## src/rtl/neuron_pkg.sv

```systemverilog
// Shared types and helpers for the neuron front-end blocks: FSM states,
// default widths and a saturating increment usable at any width up to 31 bits.
package neuron_pkg;

  typedef enum logic {
    IDLE  = 1'b0,
    COUNT = 1'b1
  } state_t;

  localparam int DEFAULT_WIN_W = 8;
  localparam int DEFAULT_CNT_W = 8;
  localparam int DEFAULT_ISI_W = 8;

  // Callers zero-extend into 32 bits and pass their own ceiling (2^W-1).
  function automatic logic [31:0] sat_inc(input logic [31:0] value,
                                          input logic [31:0] max_value);
    return (value >= max_value) ? max_value : value + 32'd1;
  endfunction

endpackage

```

## src/rtl/spike_out_reg.sv

```systemverilog
// One-deep valid/ready holding register with a sticky overrun flag for results
// that arrive while an unconsumed value is still being held.
module spike_out_reg #(
  parameter int W = 8
) (
  input  logic         clk,
  input  logic         rst_n,
  input  logic         load,
  input  logic [W-1:0] data,
  input  logic         ready,
  input  logic         clear_ovr,
  output logic [W-1:0] data_q,
  output logic         valid,
  output logic         overrun
);

  // Handshake: a value transfers on every rising edge where valid && ready.
  // valid never drops without that transfer, and data_q is frozen while
  // valid && !ready. A load that lands on a transfer edge replaces the value.
  logic can_load;
  logic drop;

  assign can_load = !valid || ready;
  assign drop     = load && !can_load;

  always_ff @(posedge clk or negedge rst_n) begin
    if (!rst_n) begin
      data_q <= '0;
      valid  <= 1'b0;
    end else if (load && can_load) begin
      data_q <= data;
      valid  <= 1'b1;
    end else if (valid && ready) begin
      valid  <= 1'b0;
    end
  end

  // A drop coinciding with a clear still leaves the flag set.
  always_ff @(posedge clk or negedge rst_n) begin
    if (!rst_n) begin
      overrun <= 1'b0;
    end else if (drop) begin
      overrun <= 1'b1;
    end else if (clear_ovr) begin
      overrun <= 1'b0;
    end
  end

endmodule

```

## src/rtl/spike_rate_decoder.sv

```systemverilog
// Turns a single-bit spike train into a per-window spike count (published
// through a one-deep valid/ready register) and the latest inter-spike interval.
module spike_rate_decoder
  import neuron_pkg::*;
#(
  parameter int WIN_W = DEFAULT_WIN_W,
  parameter int CNT_W = DEFAULT_CNT_W,
  parameter int ISI_W = DEFAULT_ISI_W
) (
  input  logic             clk,
  input  logic             rst_n,
  input  logic             enable,
  input  logic             spike_in,
  input  logic [WIN_W-1:0] window_len,
  output logic [CNT_W-1:0] rate_count,
  output logic             out_valid,
  input  logic             out_ready,
  output logic [ISI_W-1:0] isi_last,
  output logic             isi_valid,
  output logic             overrun,
  input  logic             clear_ovr,
  output logic             fsm_state
);

  localparam logic [31:0] CNT_MAX = (32'd1 << CNT_W) - 32'd1;
  localparam logic [31:0] ISI_MAX = (32'd1 << ISI_W) - 32'd1;

  state_t           state_q, state_d;
  logic             win_end;
  logic             counting;
  logic             aborting;
  logic [WIN_W-1:0] remaining;
  logic [WIN_W-1:0] win_len_eff;
  logic [CNT_W-1:0] spk_cnt;
  logic [CNT_W-1:0] spk_cnt_inc;
  logic [CNT_W-1:0] result;
  logic [ISI_W-1:0] isi_cnt;
  logic [ISI_W-1:0] isi_cnt_inc;
  logic             seen_first;

  assign win_len_eff = (window_len == '0) ? WIN_W'(1) : window_len;
  assign spk_cnt_inc = CNT_W'(sat_inc(32'(spk_cnt), CNT_MAX));
  assign isi_cnt_inc = ISI_W'(sat_inc(32'(isi_cnt), ISI_MAX));
  assign result      = spike_in ? spk_cnt_inc : spk_cnt;
  assign counting    = (state_q == COUNT) && enable;
  assign aborting    = (state_q == COUNT) && !enable;
  assign fsm_state   = logic'(state_q);

  always_ff @(posedge clk or negedge rst_n) begin
    if (!rst_n) begin
      state_q <= IDLE;
    end else begin
      state_q <= state_d;
    end
  end

  always_comb begin
    state_d = state_q;
    win_end = 1'b0;
    case (state_q)
      IDLE: begin
        if (enable) state_d = COUNT;
      end
      COUNT: begin
        if (!enable) begin
          state_d = IDLE;
        end else if (remaining == WIN_W'(1)) begin
          win_end = 1'b1;
        end
      end
      default: state_d = IDLE;
    endcase
  end

  // Window counters: reload on entry and at every window end, so windows
  // abut with no dead cycle.
  always_ff @(posedge clk or negedge rst_n) begin
    if (!rst_n) begin
      remaining <= '0;
      spk_cnt   <= '0;
    end else if (state_q == IDLE) begin
      remaining <= enable ? win_len_eff : '0;
      spk_cnt   <= '0;
    end else if (aborting) begin
      remaining <= '0;
      spk_cnt   <= '0;
    end else if (win_end) begin
      remaining <= win_len_eff;
      spk_cnt   <= '0;
    end else begin
      remaining <= remaining - WIN_W'(1);
      if (spike_in) spk_cnt <= spk_cnt_inc;
    end
  end

  // Interval tracking runs straight across window boundaries.
  always_ff @(posedge clk or negedge rst_n) begin
    if (!rst_n) begin
      isi_cnt    <= '0;
      seen_first <= 1'b0;
      isi_last   <= '0;
      isi_valid  <= 1'b0;
    end else if (aborting) begin
      isi_cnt    <= '0;
      seen_first <= 1'b0;
      isi_valid  <= 1'b0;
    end else if (counting) begin
      if (spike_in) begin
        isi_cnt    <= '0;
        seen_first <= 1'b1;
        if (seen_first) begin
          isi_last  <= isi_cnt_inc;
          isi_valid <= 1'b1;
        end
      end else begin
        isi_cnt <= isi_cnt_inc;
      end
    end
  end

  spike_out_reg #(
    .W(CNT_W)
  ) u_out_reg (
    .clk       (clk),
    .rst_n     (rst_n),
    .load      (win_end),
    .data      (result),
    .ready     (out_ready),
    .clear_ovr (clear_ovr),
    .data_q    (rate_count),
    .valid     (out_valid),
    .overrun   (overrun)
  );

endmodule

```

## config.mk

```make
export PLATFORM = sky130hd
export DESIGN_NAME = spike_rate_decoder
export DESIGN_NICKNAME = d
export VERILOG_FILES = /design/src/rtl/neuron_pkg.sv /design/src/rtl/spike_out_reg.sv /design/src/rtl/spike_rate_decoder.sv
export SDC_FILE = /design/constraint.sdc
export NUM_CORES = 1
export LEC_CHECK = 0
export ABC_AREA = 1
export ABC_CLOCK_PERIOD_IN_PS = 2000
export CAP_MARGIN = 10
export CELL_PAD_IN_SITES_DETAIL_PLACEMENT = 0
export CELL_PAD_IN_SITES_GLOBAL_PLACEMENT = 2
export CORE_ASPECT_RATIO = 1.25
export CORE_MARGIN = 1.5
export CORE_UTILIZATION = 33
export CTS_BUF_LIST = sky130_fd_sc_hd__clkbuf_2 sky130_fd_sc_hd__clkbuf_4 sky130_fd_sc_hd__clkbuf_8
export DETAILED_ROUTE_END_ITERATION = 8
export PLACE_DENSITY_LB_ADDON = 0.3
export SYNTH_ARGS = -nofsm -noshare
export SYNTH_HDL_FRONTEND = slang
export SYNTH_HIERARCHICAL = 1
export SYNTH_SLANG_ARGS = --single-unit
```

## constraint.sdc

```tcl
create_clock -name clk -period 2 [get_ports clk]
set_clock_uncertainty 0.1 [all_clocks]
set_input_delay 0.5 -clock clk [delete_from_list [all_inputs] [get_ports clk]]
set_output_delay 0.5 -clock clk [all_outputs]
set_load 0.01 [all_outputs]
```

==> impl_metrics.env <==
export IMPL_outcome="completed"
export IMPL_tightest_slew_ns=0.448
export IMPL_synth_compound_area_share_pct=6.03
export IMPL_cp_max_fo=2
export IMPL_final_cell_mix="nand2_1 (107), dfrtp_1 (45), inv_1 (40)"
export IMPL_fin_crit_ns=1.83
export IMPL_p_per_area_nw_per_um2=648
export IMPL_multiInputGateArea_um2=1090
export IMPL_fmax_mhz=546
export IMPL_cts_resized_gates=0
export IMPL_vias=1971
export IMPL_synthTopCellsByArea="dfrtp_1 (46%), nand2_1 (17%), inv_1 (6.2%), nand3_1 (4.7%), nand3_2 (3.7%)"
export IMPL_r2r_end="u_out_reg/data_q[4]"
export IMPL_rows=34
export IMPL_wl_per_cell_um=11.7
export IMPL_die_y_um=98.9
export IMPL_cts_buffers=5
export IMPL_path_class="reg2out"
export IMPL_critPathLaunchType="flip-flop"
export IMPL_synth_top_area_share_pct=46.4
export IMPL_route_detailed_drc=0
export IMPL_power_frac_seq_pct=51.9
export IMPL_design_area_um2=3010
export IMPL_die_area_um2=7880
export IMPL_htree_levels=2
export IMPL_io_pins=34
export IMPL_clockBufferDepth=2
export IMPL_worstSetupEndpointType="output port"
export IMPL_r2r_start="remaining[2]"
export IMPL_start_util_pct=34.4
export IMPL_grt_pass1_wl_um=9200
export IMPL_worst_path_stages=1
export IMPL_yosys_warnings=6
export IMPL_syn_avg_cell_area_um2=8.01
export IMPL_cp_cell_sequence="clkdlybuf4s50_1"
export IMPL_synth_sequential_area_ratio_pct=46.4
export IMPL_place_congestion=0.753
export IMPL_hold_class="in2async"
export IMPL_vdd_ir_drop_max_v=0.000346
export IMPL_fillers=765
export IMPL_nets=369
export IMPL_port_buffers=33
export IMPL_yosysUniqueCellTypes=31
export IMPL_path_delay_family="buffers and inverters"
export IMPL_netlist_area_um2=2430
export IMPL_synth_adder_area_share_pct=2.06
export IMPL_slew_headroom_pct=70.1
export IMPL_synth_area_leader_cell="dfrtp_1"
export IMPL_p_int_w=0.00141
export IMPL_final_common_cell="nand2_1"
export IMPL_synth_seq_cells=45
export IMPL_path_buf_inv=1
export IMPL_ant_nets=0
export IMPL_n_antenna_cell=0
export IMPL_clkPwrFrac_pct=29.7
export IMPL_syn2layout_area_growth_pct=23.9
export IMPL_grt_use_total_pct=14.9
export IMPL_seq_area_um2=1130
export IMPL_finalSetupViolCount=0
export IMPL_post_cts_buffers=0
export IMPL_syn_inst=303
export IMPL_required_ns=1.40
export IMPL_cts_hold_fix_buffers=0
export IMPL_grt_overflow_total=0
export IMPL_antenna_found_initial=0
export IMPL_slew_viol_final=0
export IMPL_power_switching_w=0.000536
export IMPL_synth_simple_area_share_pct=35.6
export IMPL_p_leak_nw=1.55
export IMPL_hold_violations=0
export IMPL_fin_tns_setup_ns=0
export IMPL_grt_pass1_vias=1969
export IMPL_synth_xor_area_share_pct=1.44
export IMPL_synth_nets=321
export IMPL_placed_cell_area_um2=2920
export IMPL_coreArea_um2=7060
export IMPL_rsz0062_at_grt="no"
export IMPL_critical_path_max_stage_delay_ns=0.55
export IMPL_clk_pin_slew_ns=0.09
export IMPL_cts_tree="done"
export IMPL_grt_max_degree=29
export IMPL_netSwitchingFraction_pct=27.5
export IMPL_muxShareOfSynthArea_pct=0
export IMPL_clockRootBuffer="clkbuf_8"
export IMPL_post_route_period_util_pct=91.5
export IMPL_firstDrtPassIters=4
export IMPL_r2r_setup_slack_ns=0.33
export IMPL_cts_sinks=45
export IMPL_wl_um=5180
export IMPL_worstPathArrival_ns=1.23
export IMPL_synth_top_family_by_area="simple AND/OR/NAND/NOR gates"
export IMPL_fp_dieW_um=79.7
export IMPL_drive_above_1_share_pct=15.1
export IMPL_drt_iter0_drc=56
export IMPL_r2r_cells=8
export IMPL_combPwrFrac_pct=18.3
export IMPL_place_hpwl_um=3990
export IMPL_vias_per_cell=4.46
export IMPL_clk_insertion_delay_late_ns=0.30
export IMPL_critPathSlowestCell="clkdlybuf4s50_1"
export IMPL_maxCapViolations=0
==> worst register-to-register path, stage by stage, from the launching register on <==
cell	delay [ns]
dfrtp_1	0.42
nor2_2	0.18
nand2_1	0.11
nor2_4	0.18
nand2_2	0.08
inv_1	0.19
buf_4	0.22
nand3_2	0.08
nand2_1	0.07
==> registers in the layout, indices dropped and copies added (netlist names) <==
name / cells
isi_cnt: 8
isi_last: 8
remaining: 8
spk_cnt: 8
u_out_reg/data_q: 8
fsm_state: 1
isi_valid: 1
seen_first: 1
u_out_reg/overrun: 1
u_out_reg/valid: 1
==> synth_stat cells <==
cell type and number:
buf_6 1, a22oi_1 1, buf_4 1, clkbuf_8 1, ha_1 4, o21bai_1 2, nor2_4 5, nor2_2 2
nand3b_1 1, inv_2 1, nand2_2 5, buf_12 1, nand4_1 2, xor2_1 1, a31oi_1 2, o22ai_2 1
nand2_4 2, nand3_2 9, dfrtp_1 45, nor2_1 24, nand2_1 107, inv_1 40, and2_1 2, xnor2_1 3
o21ai_2 6, o22ai_1 1, nor3_1 1, nand3_1 23, a21oi_1 3, or2_2 1, o21ai_0 5
==> stage by stage <==
step	util (%)	setup slack (ns)	power [W]	hold slack (ns)	std cells
floorplan	-	0.518	0.00122	0.104	303
global placement	41.3	0.0184	0.00140	0.359	434
detailed placement	41.3	-0.0329	0.00140	0.362	434
CTS	42.6	0.148	0.00199	0.0507	442
global route	42.6	0.116	0.00207	0.0580	442
finish	42.6	0.170	0.00195	0.0355	442
==> power by group through the flow <==
| stage | Combinational, W | Clock [W] | Sequential [W] |
|---|---|---|---|
| after floorplan | 0.000179 | 0 | 0.00104 |
| after global placement | 0.000365 | 0 | 0.00103 |
| after detailed placement | 0.000364 | 0 | 0.00103 |
| after CTS | 0.000366 | 0.000608 | 0.00101 |
| after global routing | 0.000406 | 0.000646 | 0.00102 |
| final | 0.000358 | 0.000579 | 0.00101 |
==> how the worst max path moves through the flow <==
stage | startpoint | end | slack, ns
after floorplan | remaining[1] | u_out_reg/data_q[0] | 0.52
final | u_out_reg/valid | out_valid | 0.17
after global routing | u_out_reg/valid | out_valid | 0.12
after global placement | spike_in | u_out_reg/data_q[4] | 0.02
after CTS | u_out_reg/valid | out_valid | 0.15
after detailed placement | spike_in | u_out_reg/data_q[4] | -0.03
==> kinds of logic (layout without fill, tap and decap cells) <==
group,count (synthesis),count (layout)
AO/OA/AOI/OAI,21,21
flip-flops,45,45
XOR/XNOR,4,4
adder cells (fa/ha/maj),4,4
buffers and inverters,45,94
AND/OR/NAND/NOR,184,184
==> routing by layer <==
metal / up-vias / GRT usage, % / wire, um
met5: - / 0 / 0
met4: 0 / 4.86 / 78
met3: 6 / 2.78 / 112
met2: 23 / 25.9 / 2580
met1: 909 / 18.4 / 2400
li1: 1033 / - / -
==> layout make-up <==
class	instances	area share, %
multi-input combinational	213	36.4
tap	90	3.75
sequential	45	37.5
timing repair buffer	45	14.2
inverter	41	5.12
clock inverter	1	0.250
clock buffer	7	2.79
Note: power is estimated with default switching activity, not from simulation.
